--- config.mk ---
export PLATFORM = sky130hd
export DESIGN_NAME = register_arbiter
export DESIGN_NICKNAME = d
export VERILOG_FILES = /design/src/rtl/register_arbiter_pkg.sv /design/src/rtl/register_arbiter_reg.sv /design/src/rtl/register_arbiter.sv
export SDC_FILE = /design/constraint.sdc
export NUM_CORES = 1
export LEC_CHECK = 0
export ABC_AREA = 1
export BUFFER_PORTS_ARGS = -buffer_cell sky130_fd_sc_hd__buf_2
export CAP_MARGIN = 20
export CORE_MARGIN = 4
export CORE_UTILIZATION = 40
export CTS_CLUSTER_SIZE = 10
export DETAILED_ROUTE_END_ITERATION = 10
export PLACE_DENSITY = 0.71
export SYNTH_ARGS = -nofsm -noshare
export SYNTH_HDL_FRONTEND = slang
export SYNTH_HIERARCHICAL = 1
export SYNTH_SLANG_ARGS = --single-unit
--- constraint.sdc ---
create_clock -name clk -period 2.59 [get_ports clk]
set_input_delay 0.1295 -clock clk [delete_from_list [all_inputs] [get_ports clk]]
set_output_delay 0.1295 -clock clk [all_outputs]
set_load 0.1 [all_outputs]
--- src/rtl/register_arbiter_pkg.sv ---
// Shared definitions for the register arbiter: FSM encodings and default sizes.
package register_arbiter_pkg;

    // Arbiter FSM phases: wait for a request, grant the winner, acknowledge the commit.
    typedef enum logic [1:0] {
        IDLE  = 2'd0,
        GRANT = 2'd1,
        ACK   = 2'd2
    } arb_state_t;

    // Default number of requesters and shared register width.
    localparam int DEFAULT_N_REQ = 4;
    localparam int DEFAULT_WIDTH = 16;

endpackage : register_arbiter_pkg

--- src/rtl/register_arbiter_reg.sv ---
// Load-enabled storage register shared by all requesters; holds its value when load is low.
module register_arbiter_reg
    import register_arbiter_pkg::*;
#(
    parameter int WIDTH = DEFAULT_WIDTH
) (
    input  logic             clk,
    input  logic [WIDTH-1:0] in,
    input  logic             load,
    output logic [WIDTH-1:0] out
);

    // Capture the input word on any edge where load is asserted.
    always_ff @(posedge clk) begin
        if (load) begin
            out <= in;
        end
    end

endmodule : register_arbiter_reg

--- src/rtl/register_arbiter.sv ---
// Round-robin arbiter granting N_REQ requesters write access to one shared register.
// Each write takes three cycles (IDLE -> GRANT -> ACK); grants rotate starting after
// the most recently granted requester.
module register_arbiter
    import register_arbiter_pkg::*;
#(
    parameter int N_REQ = DEFAULT_N_REQ,
    parameter int WIDTH = DEFAULT_WIDTH
) (
    input  logic                     clk,
    input  logic                     reset,
    input  logic [N_REQ-1:0]         req,
    input  logic [N_REQ*WIDTH-1:0]   in,
    output logic [N_REQ-1:0]         gnt,
    output logic [N_REQ-1:0]         ack,
    output logic [WIDTH-1:0]         out,
    output logic [$clog2(N_REQ)-1:0] owner,
    output logic                     valid
);

    localparam int IDX_W = $clog2(N_REQ);
    localparam logic [N_REQ-1:0] ONE_HOT_0 = N_REQ'(1);

    arb_state_t        state;
    logic [IDX_W-1:0]  last;
    logic [IDX_W-1:0]  winner;
    logic [IDX_W-1:0]  search_start;
    logic [IDX_W-1:0]  pick_idx;
    logic [2*N_REQ-1:0] req_twice;
    logic [N_REQ-1:0]  req_rot;
    logic [WIDTH-1:0]  wr_data;
    logic [WIDTH-1:0]  reg_q;
    logic              load;

    // Rotate the request vector so the requester after 'last' sits at bit 0, then take the lowest set bit.
    always_comb begin
        search_start = last + 1'b1;
        req_twice    = {req, req};
        req_rot      = req_twice[search_start +: N_REQ];
        pick_idx     = '0;
        for (int j = N_REQ - 1; j >= 0; j--) begin
            if (req_rot[j]) begin
                pick_idx = search_start + IDX_W'(j);
            end
        end
    end

    // Arbiter FSM: latch the winner in IDLE, commit at the end of GRANT, pulse ack for one cycle.
    always_ff @(posedge clk) begin
        if (reset) begin
            state  <= IDLE;
            gnt    <= '0;
            ack    <= '0;
            owner  <= '0;
            valid  <= 1'b0;
            last   <= IDX_W'(N_REQ - 1);
            winner <= '0;
        end else begin
            case (state)
                IDLE: begin
                    ack <= '0;
                    if (|req) begin
                        winner <= pick_idx;
                        gnt    <= ONE_HOT_0 << pick_idx;
                        state  <= GRANT;
                    end
                end
                GRANT: begin
                    gnt   <= '0;
                    ack   <= ONE_HOT_0 << winner;
                    owner <= winner;
                    last  <= winner;
                    valid <= 1'b1;
                    state <= ACK;
                end
                ACK: begin
                    ack   <= '0;
                    state <= IDLE;
                end
                default: begin
                    gnt   <= '0;
                    ack   <= '0;
                    state <= IDLE;
                end
            endcase
        end
    end

    // The winner's data word feeds the storage; loading only in GRANT, and never while reset is high.
    assign wr_data = in[winner*WIDTH +: WIDTH];
    assign load    = (state == GRANT) && !reset;

    register_arbiter_reg #(
        .WIDTH(WIDTH)
    ) u_storage (
        .clk  (clk),
        .in   (wr_data),
        .load (load),
        .out  (reg_q)
    );

    // The storage block has no reset of its own, so the visible contents read as zero until a write commits.
    assign out = valid ? reg_q : '0;

endmodule : register_arbiter
==> results of run 1 <==
-- cell usage after synthesis --
library cell  number  area share [%]
a21oi_1            5             1.3
o211ai_1           1            0.39
nand4_1            1            0.32
nand2_4            2             1.2
nand3_1            3            0.78
edfxtp_1          16              25
a21oi_2            2            0.91
inv_1             34             6.6
dfxtp_1           17              18
o21ai_0           35             9.1
nand2_2            9             2.9
a21boi_0           1            0.39
buf_1              2            0.39
buf_6              2             1.2
o22ai_1           16             5.2
nor2_1            48             9.3
nor2_2             3            0.97
nand2_1           74              14
clkbuf_1          10             1.9
inv_2              2            0.39
-- cell families after synthesis --
logic type | Yosys count | synth area share (%)
simple gates | 140 | 29.8
compound gates | 60 | 17.2
flops | 33 | 42.5
buf+inv | 50 | 10.5
-- critical path, cell delays in order (launching register included) --
cell	delay [ps]
dfxtp_1	700
nand2_1	110
inv_1	70
buf_2	430
-- layout make-up --
class / count / area (um2)
multi-input combinational: 200 / 910
tap: 54 / 67.6
sequential: 33 / 821
clock buffer: 6 / 72.6
fill: 465 / 2170
clock inverter: 2 / 10.0
inverter: 36 / 135
timing repair buffer: 100 / 510
-- flip-flops by register name (all words and copies together) (netlist names) --
signal         count
u_storage/out     16
gnt                4
last               2
owner              2
valid              1
winner             2
state              2
ack                4
-- layer usage --
metal | share of wire (%) | vias up | routed length (um)
li1 | - | 1087 | -
met1 | 43 | 922 | 2230
met2 | 49 | 64 | 2560
met3 | 7.1 | 2 | 367
met4 | 0.56 | 0 | 29
met5 | 0 | - | 0
-- power by group through the flow --
stage / clock network (W) / registers (W) / logic (W)
after floorplan: 0 / 0.000747 / 0.000464
after global placement: 0 / 0.000652 / 0.000713
after detailed placement: 0 / 0.000654 / 0.000722
after CTS: 0.000376 / 0.000643 / 0.000723
after global routing: 0.000411 / 0.000649 / 0.000788
final: 0.000362 / 0.000643 / 0.000717
-- layout by cell type, fill, tap and decap left out --
master,instances
nand4_1,1
nor2_2,3
clkbuf_1,1
buf_2,96
nand3_1,3
clkbuf_8,5
a21boi_0,1
o21ai_0,35
edfxtp_1,16
clkinv_2,2
dfxtp_1,17
a21oi_2,2
o22ai_1,16
buf_4,4
inv_1,34
nand2_4,2
inv_2,2
nor2_1,48
o211ai_1,1
nand2_1,74
a21oi_1,5
nand2_2,9
-- through the flow --
stage,utilization (%),instance area [um2]
5_1_grt,53.8,2530
3_5_place_dp,52.1,2440
3_3_place_gp,52.1,2440
2_1_floorplan,-,1930
6_report,53.8,2530
4_1_cts,53.8,2530
-- worst min path at each step --
stage | cells past startpoint | to | slack, ps
after floorplan | 2 | last[0]$_SDFFE_PP1N_ | 280
after global placement | 2 | gnt[2]$_SDFFE_PP0P_ | 450
after detailed placement | 2 | gnt[0]$_SDFFE_PP0P_ | 450
after CTS | 2 | gnt[0]$_SDFFE_PP0P_ | 150
after global routing | 2 | gnt[2]$_SDFFE_PP0P_ | 150
final | 2 | gnt[0]$_SDFFE_PP0P_ | 150
==> results_dict.tcl, run 1 <==
set metrics [dict create \
    portBuffers 96 \
    finalClockSkew_ps 7.18 \
    cp-end-kind "primary output" \
    initial_core_util_pct 41.2 \
    diodes 0 \
    finalWorstPathRequiredPeriod_ps 1720 \
    arrival_ps 1590 \
    cts_setup_buffers 0 \
    gp_congestion 0.748 \
    layout_setup_ws_ps 873 \
    yosys.cell_types.count 20 \
    num_vias 2075 \
    htreeDepth 2 \
    synth-seq-cells 33 \
    p_per_area_mw_per_mm2 681 \
    reg2reg_from "last[0]$_SDFFE_PP1N_" \
    ctsHoldBuffers 0 \
    busiest_layer "met2" \
    drc 0 \
    vdd_drop_max_v 0.000321 \
    ff2ff_path_depth 13 \
    dieArea_mm2 0.00601 \
    crit_type "reg -> out" \
    ios 97 \
    combPwrFrac_pct 41.6 \
    grt_usage_pct 17.0 \
    worstMarginPinSlew_ps 589 \
    fin_setup_tns_ps 0 \
    crit_path_start "valid$_SDFFE_PP0N_" \
    die_y_um 77.5 \
    r2r_end "winner[0]$_SDFFE_PP0P_" \
    worstPathMaxFanout 18 \
    worstHoldPathType "in -> reg" \
    switching_share_pct 42.4 \
    wl_per_cell_um 12.0 \
    grt_pass1_vias 1755 \
    setup_violations 0 \
    wirelength_um 5180 \
    antenna_left 0 \
    synth_nets 353 \
    cts_tree "done" \
    instances_no_fill 431 \
    status "complete, no violations" \
    hold_violations 0 \
    hold_ws_ps 154 \
    drive_gt1_share_pct 33.2 \
    dp_hpwl_um 4000 \
    p_clk_share_pct 21.0 \
    grt_pass1_wl_um 8180 \
    placeableCoreArea_mm2 0.00469 \
    antenna_found_initial 0 \
    clk_pin_slew_ps 70 \
    rsz0062_at_grt "no" \
    area_growth_pct 30.7 \
    seq_area_frac_synth_pct 42.5 \
    met1_usage_pct 21.0 \
    cap_violations 0 \
    p_switching_w 0.000730 \
    r2r_slack_ps 900 \
    seq_power_share_pct 37.3 \
    dp_slack_ps 912 \
    critPathRequiredTime_ps 2460 \
    grt_max_degree 36 \
    clock.fmax_ghz 0.582 \
    endpoint "out[3]" \
    dp_cells 423 \
    cts_num_sinks 33 \
    met2_usage_pct 28.2 \
    clock_latency_ps 280 \
    slew-limit-headroom_pct 60.7 \
    die_w_um 77.5 \
    rows 25 \
    leakage_nw 1.41 \
    first_pass_iters 4 \
    syn_avg_cell_area_um2 6.83 \
    synth_warnings 6 \
    ctsResizeCount 0 \
    drt_iter0_drc 95 \
    p_int_w 0.000992 \
    avgViaCountPerCell 4.81 \
    cts_root_buf "clkbuf_8" \
    period_share_pct 66.3 \
    met3_usage_pct 6.15 \
    overflow 0 \
    synthCells 283 \
    holdCritStartpoint "reset" \
    syn-cell-area_mm2 0.00193 \
    critPathLaunchType "flop" \
    slew_violations 0 \
    clock_path_buffers 2 \
    power_w 0.00172 \
    cts_buffers 5 \
    nets 446 \
]
Note: power is estimated with default switching activity, not from simulation.
==> run 2: changes to the inputs <==
Settings changed: PLACE_DENSITY 0.71 to 0.74.
Clock period 2.59 ns to 1.4 ns, I/O delays scaled along.
==> results_dict.tcl, run 2 (synthesis results as in run 1) <==
set metrics [dict create \
    switching_share_pct 42.0 \
    critPathTopFamily "simple AND/OR/NAND/NOR gates" \
    p_int_w 0.00204 \
    num_vias 2139 \
    finalWorstPathRequiredPeriod_ps 1410 \
    drc 0 \
    slew-limit-headroom_pct 67.4 \
    instances_no_fill 441 \
    arrival_ps 1570 \
    cap_violations 0 \
    antenna_left 0 \
    clock_latency_ps 280 \
    avgViaCountPerCell 4.85 \
    cts_num_sinks 33 \
    ios 97 \
    slew_violations 0 \
    gp_congestion 0.815 \
    met2_length_um 2870 \
    p_per_area_mw_per_mm2 1160 \
    grt_usage_pct 17.4 \
    cp-end-kind "flop" \
    rsz0062_at_grt "yes" \
    first_pass_iters 4 \
    layout_setup_ws_ps -6.37 \
    combPwrFrac_pct 47.1 \
    worstHoldPathCells 2 \
    critPathSlowestCell "dfxtp_4" \
    clock_path_buffers 2 \
    leakage_nw 1.39 \
    critPathRequiredTime_ps 1560 \
    grt_max_degree 34 \
    period_share_pct 100 \
    clock.fmax_ghz 0.711 \
    cts_buffers 5 \
    die_w_um 77.5 \
    p_switching_w 0.00148 \
    critPathMaxStageDelay_ps 370 \
    vdd_drop_max_v 0.000550 \
    regMostFlops "u_storage/out" \
    nets 456 \
    dp_hpwl_um 4210 \
    critPathLaunchType "flop" \
    seq_power_share_pct 33.9 \
    overflow 0 \
    r2r_end "gnt[1]$_SDFFE_PP0P_" \
    grt_pass1_vias 1884 \
    antenna_found_initial 0 \
    postPlaceCellArea_mm2 0.00284 \
    status "finished with violations" \
    clk_pin_slew_ps 60 \
    violations "negative setup slack" \
    hold_ws_ps 126 \
    worstHoldPathType "in -> reg" \
    drive_gt1_share_pct 46.0 \
    final_common_cell "buf_2" \
    power_w 0.00352 \
    drt_iter0_drc 66 \
    htreeDepth 2 \
    reg2reg_from "last[0]$_SDFFE_PP1N_" \
    cts_tree "done" \
    cp_cell_sequence "inv_6 -> nand2_2 -> nand2_4 -> nand2_2 -> nand2_2 -> nand3_1 -> nand2_1 -> nand2_1 -> nand2_2 -> nor2_2 -> nor2_1 -> nor2_1" \
    portBuffers 96 \
    die_y_um 77.5 \
    hold_violations 0 \
    final_cell_mix "buf_2 (80), nand2_1 (50), nor2_1 (47)" \
    dieArea_mm2 0.00601 \
    reg_top3 "u_storage/out: 16 flops, ack: 4 flops, gnt: 4 flops" \
    crit_type "reg -> reg" \
    design_area_mm2 0.00304 \
    r2r_slack_ps -6 \
    crit_path_frequent_cell "nand2_2" \
    grt_pass1_wl_um 8370 \
    wirelength_um 5590 \
    dp_cells 433 \
    setup_violations 2 \
    p_clk_share_pct 19.0 \
    ff2ff_path_depth 12 \
    wl_met3_um 308 \
    cts_root_buf "clkbuf_8" \
    finalClockSkew_ps 3.92 \
    rows 25 \
    placeableCoreArea_mm2 0.00469 \
    area_growth_pct 57.4 \
    holdCritStartpoint "reset" \
    worstMarginPinSlew_ps 492 \
    initial_core_util_pct 41.2 \
    wl_met1_um 2300 \
    hold_end "state[0]$_SDFFE_PP0P_" \
    highest_layer "met4" \
    diodes 0 \
    wl_per_cell_um 12.7 \
    cp_num_buf_inv 1 \
    worstPathMaxFanout 12 \
    largest_reg_flops 16 \
]
## run 2: metal layers
layer / up-vias / global-route usage [%]
met5: - / 0
met4: 0 / 7.12
met3: 11 / 4.18
met2: 66 / 31.3
met1: 951 / 19.5
li1: 1111 / -
## run 2: how the worst max path moves through the flow
stage	depth (start not counted)	slack [ps]	start	endpoint
3_3_place_gp	10	40	last[0]$_SDFFE_PP1N_	winner[1]$_SDFFE_PP0P_
5_1_grt	11	-110	last[0]$_SDFFE_PP1N_	gnt[3]$_SDFFE_PP0P_
6_report	12	-6	last[0]$_SDFFE_PP1N_	gnt[1]$_SDFFE_PP0P_
2_1_floorplan	4	10	valid$_SDFFE_PP0N_	out[10]
4_1_cts	13	-2	last[0]$_SDFFE_PP1N_	gnt[1]$_SDFFE_PP0P_
3_5_place_dp	13	-40	last[0]$_SDFFE_PP1N_	gnt[1]$_SDFFE_PP0P_
## run 2: layout make-up
class / instances / area, um2
Fill cell: 421 / 1650
Multi-Input combinational cell: 200 / 1020
Timing Repair Buffer: 110 / 846
Sequential cell: 33 / 832
Inverter: 36 / 200
Clock buffer: 7 / 76.3
Tap cell: 54 / 67.6
Clock inverter: 1 / 3.75
## run 2: worst reg2reg max path, cell delays in order, from the launching register on
cell and delay [ps]:
dfxtp_4 370, inv_6 100, nand2_2 80, nand2_4 110, nand2_2 70, nand2_2 70
nand3_1 80, nand2_1 90, nand2_1 60, nand2_2 90, nor2_2 50, nor2_1 80
nor2_1 50
## run 2: power by group through the flow
stage / Combinational, W / Sequential (W) / Clock (W)
after floorplan: 0.000894 / 0.00138 / 0
after global placement: 0.00153 / 0.00120 / 0
after detailed placement: 0.00154 / 0.00121 / 0
after CTS: 0.00155 / 0.00119 / 0.000689
after global routing: 0.00179 / 0.00120 / 0.000728
final: 0.00166 / 0.00119 / 0.000669
## run 2: repair_timing
| action | CTS | global route |
|---|---|---|
| setup endpoints to repair | 6 | 6 |
| pin swaps | 0 | 23 |
| gates resized for setup | 3 | 40 |
| buffers inserted | 0 | 0 |
| hold buffers | 0 | 0 |
## run 2: metrics by stage
step	utilization (%)	TNS [ps]	setup WS [ps]
after floorplan	-	0	14.2
after global placement	60.6	0	35.5
after detailed placement	60.6	-92.0	-37.5
after CTS	62.4	-2.24	-2.24
after global routing	64.9	-553	-108
final	64.9	-11.5	-6.37
==> run 3: changes to the inputs <==
Settings changed: PLACE_DENSITY 0.74 to 0.71.
Clock period 1.4 ns to 1.45 ns, I/O delays scaled along.
==> results_dict.tcl, run 3 (synthesis results as in run 1) <==
set metrics [dict create \
    finalWorstPathRequiredPeriod_ps 1410 \
    gp_congestion 0.879 \
    slew_violations 0 \
    instances_no_fill 438 \
    cp-end-kind "flop" \
    fin_setup_tns_ps 0 \
    final_cell_mix "buf_2 (80), nand2_1 (59), nor2_1 (46)" \
    reg_top3 "u_storage/out: 16 flops, ack: 4 flops, gnt: 4 flops" \
    finalClockSkew_ps 5.00 \
    utilization_pct 63.0 \
    grt_usage_pct 17.4 \
    clk_pin_slew_ps 70 \
    num_vias 2107 \
    antenna_found_initial 0 \
    drive_gt1_share_pct 44.5 \
    drc 0 \
    busiest_layer "met2" \
    ff2ff_path_depth 9 \
    fill_cells 433 \
    status "complete, no violations" \
    drt_iter0_drc 81 \
    p_per_area_mw_per_mm2 1200 \
    crit_type "reg -> reg" \
    overflow 0 \
    cap_violations 0 \
    worstPathMaxFanout 5 \
    hold_ws_ps 127 \
    grt_pass1_wl_um 8490 \
    setup_violations 0 \
    clock_path_buffers 2 \
    endpoint "gnt[0]$_SDFFE_PP0P_" \
    avgViaCountPerCell 4.81 \
    slew-limit-headroom_pct 64.9 \
    met3_usage_pct 3.25 \
    die_w_um 77.5 \
    cts_buffers 5 \
    antenna_left 0 \
    grt_max_degree 26 \
    dieArea_mm2 0.00601 \
    diodes 0 \
    arrival_ps 1630 \
    regMostFlops "u_storage/out" \
    cts_setup_buffers 0 \
    initial_core_util_pct 41.2 \
    leakage_nw 1.38 \
    cts_num_sinks 33 \
    dp_hpwl_um 4090 \
    grt_pass1_vias 1908 \
    r2r_end "gnt[0]$_SDFFE_PP0P_" \
    ios 97 \
    critPathRequiredTime_ps 1670 \
    die_y_um 77.5 \
    clock.fmax_ghz 0.711 \
    rows 25 \
    cts_tree "done" \
    worstMarginPinSlew_ps 527 \
    area_growth_pct 52.9 \
    largest_reg_flops 16 \
    dp_cells 429 \
    htreeDepth 2 \
    vdd_drop_max_v 0.000741 \
    ctsHoldBuffers 0 \
    period_share_pct 97.0 \
    clock_latency_ps 280 \
    cts_root_buf "clkbuf_8" \
    met1_usage_pct 20.8 \
    wirelength_um 5420 \
    crit_path_start "last[0]$_SDFFE_PP1N_" \
    met2_usage_pct 31.4 \
    reg2reg_from "last[0]$_SDFFE_PP1N_" \
    portBuffers 96 \
    placeableCoreArea_mm2 0.00469 \
    r2r_slack_ps 40 \
    final_common_cell "buf_2" \
    nets 453 \
    first_pass_iters 5 \
    hold_violations 0 \
    wl_per_cell_um 12.4 \
    critPathLaunchType "flop" \
    worstHoldPathType "in -> reg" \
    rsz0062_at_grt "yes" \
]
==> run 3: cell count changes in the layout (fill, tap and decap cells not counted), moves of 2 or more <==
cell / previous run / this run
nand2_2: 26 / 16
buf_12: 17 / 8
nand2_1: 50 / 59
clkbuf_4: 0 / 7
clkbuf_1: 2 / 0
clkbuf_16: 0 / 2
nand2_8: 0 / 2
nor2_2: 2 / 4
==> run 3: stage by stage <==
step                worst slack [ps]  total power (W)  cell area (um2)
floorplan                       6.41          0.00219             2010
global placement                62.0          0.00254             2680
detailed placement              3.80          0.00257             2680
CTS                             12.1          0.00345             2820
global route                   -76.0          0.00375             2960
finish                          43.1          0.00353             2960
==> run 3: cell type report <==
cell class | instances | area, um2 | area share, %
multi-input combinational | 200 | 1020 | 34.6
clock inverter | 1 | 5.00 | 0.169
clock buffer | 7 | 119 | 4.02
timing repair buffer | 107 | 707 | 23.9
inverter | 36 | 203 | 6.86
tap | 54 | 67.6 | 2.29
sequential | 33 | 832 | 28.2
==> run 3: how the worst min path moves through the flow <==
stage	start	to	slack, ps	depth (start not counted)
after detailed placement	in[1]	u_storage/out[1]$_DFFE_PP_	420	3
after CTS	reset	gnt[1]$_SDFFE_PP0P_	120	2
final	reset	state[1]$_SDFFE_PP0P_	130	2
after floorplan	reset	last[0]$_SDFFE_PP1N_	220	2
after global routing	reset	gnt[1]$_SDFFE_PP0P_	140	2
after global placement	reset	state[1]$_SDFFE_PP0P_	420	2
==> run 3: what timing repair did <==
item / in CTS / in global routing
pin swaps: 0 / 2
endpoints found under the hold margin: 0 / 0
setup endpoints to repair: 2 / 13
resized for setup: 5 / 42
gates cloned: 0 / 1
==> run 3: layer usage <==
layer	share of wire, %	vias up
li1	-	1101
met1	42	933
met2	51	67
met3	5.6	6
met4	1.2	0
met5	0	-
==> run 3: where the power goes <==
part	switching, W	internal, W	leakage (nW)
Sequential	0.0000539	0.00110	0.287
Combinational	0.00104	0.000478	1.02
Clock	0.000321	0.000543	0.0645
==> run 3: critical path: stages, from the launching register on <==
cell,delay (ps)
dfxtp_4,390
buf_6,140
nand2_4,70
nand2_8,100
nand2_4,60
a21oi_2,120
nand2_1,70
a21boi_0,180
nand2_1,90
a21oi_2,120
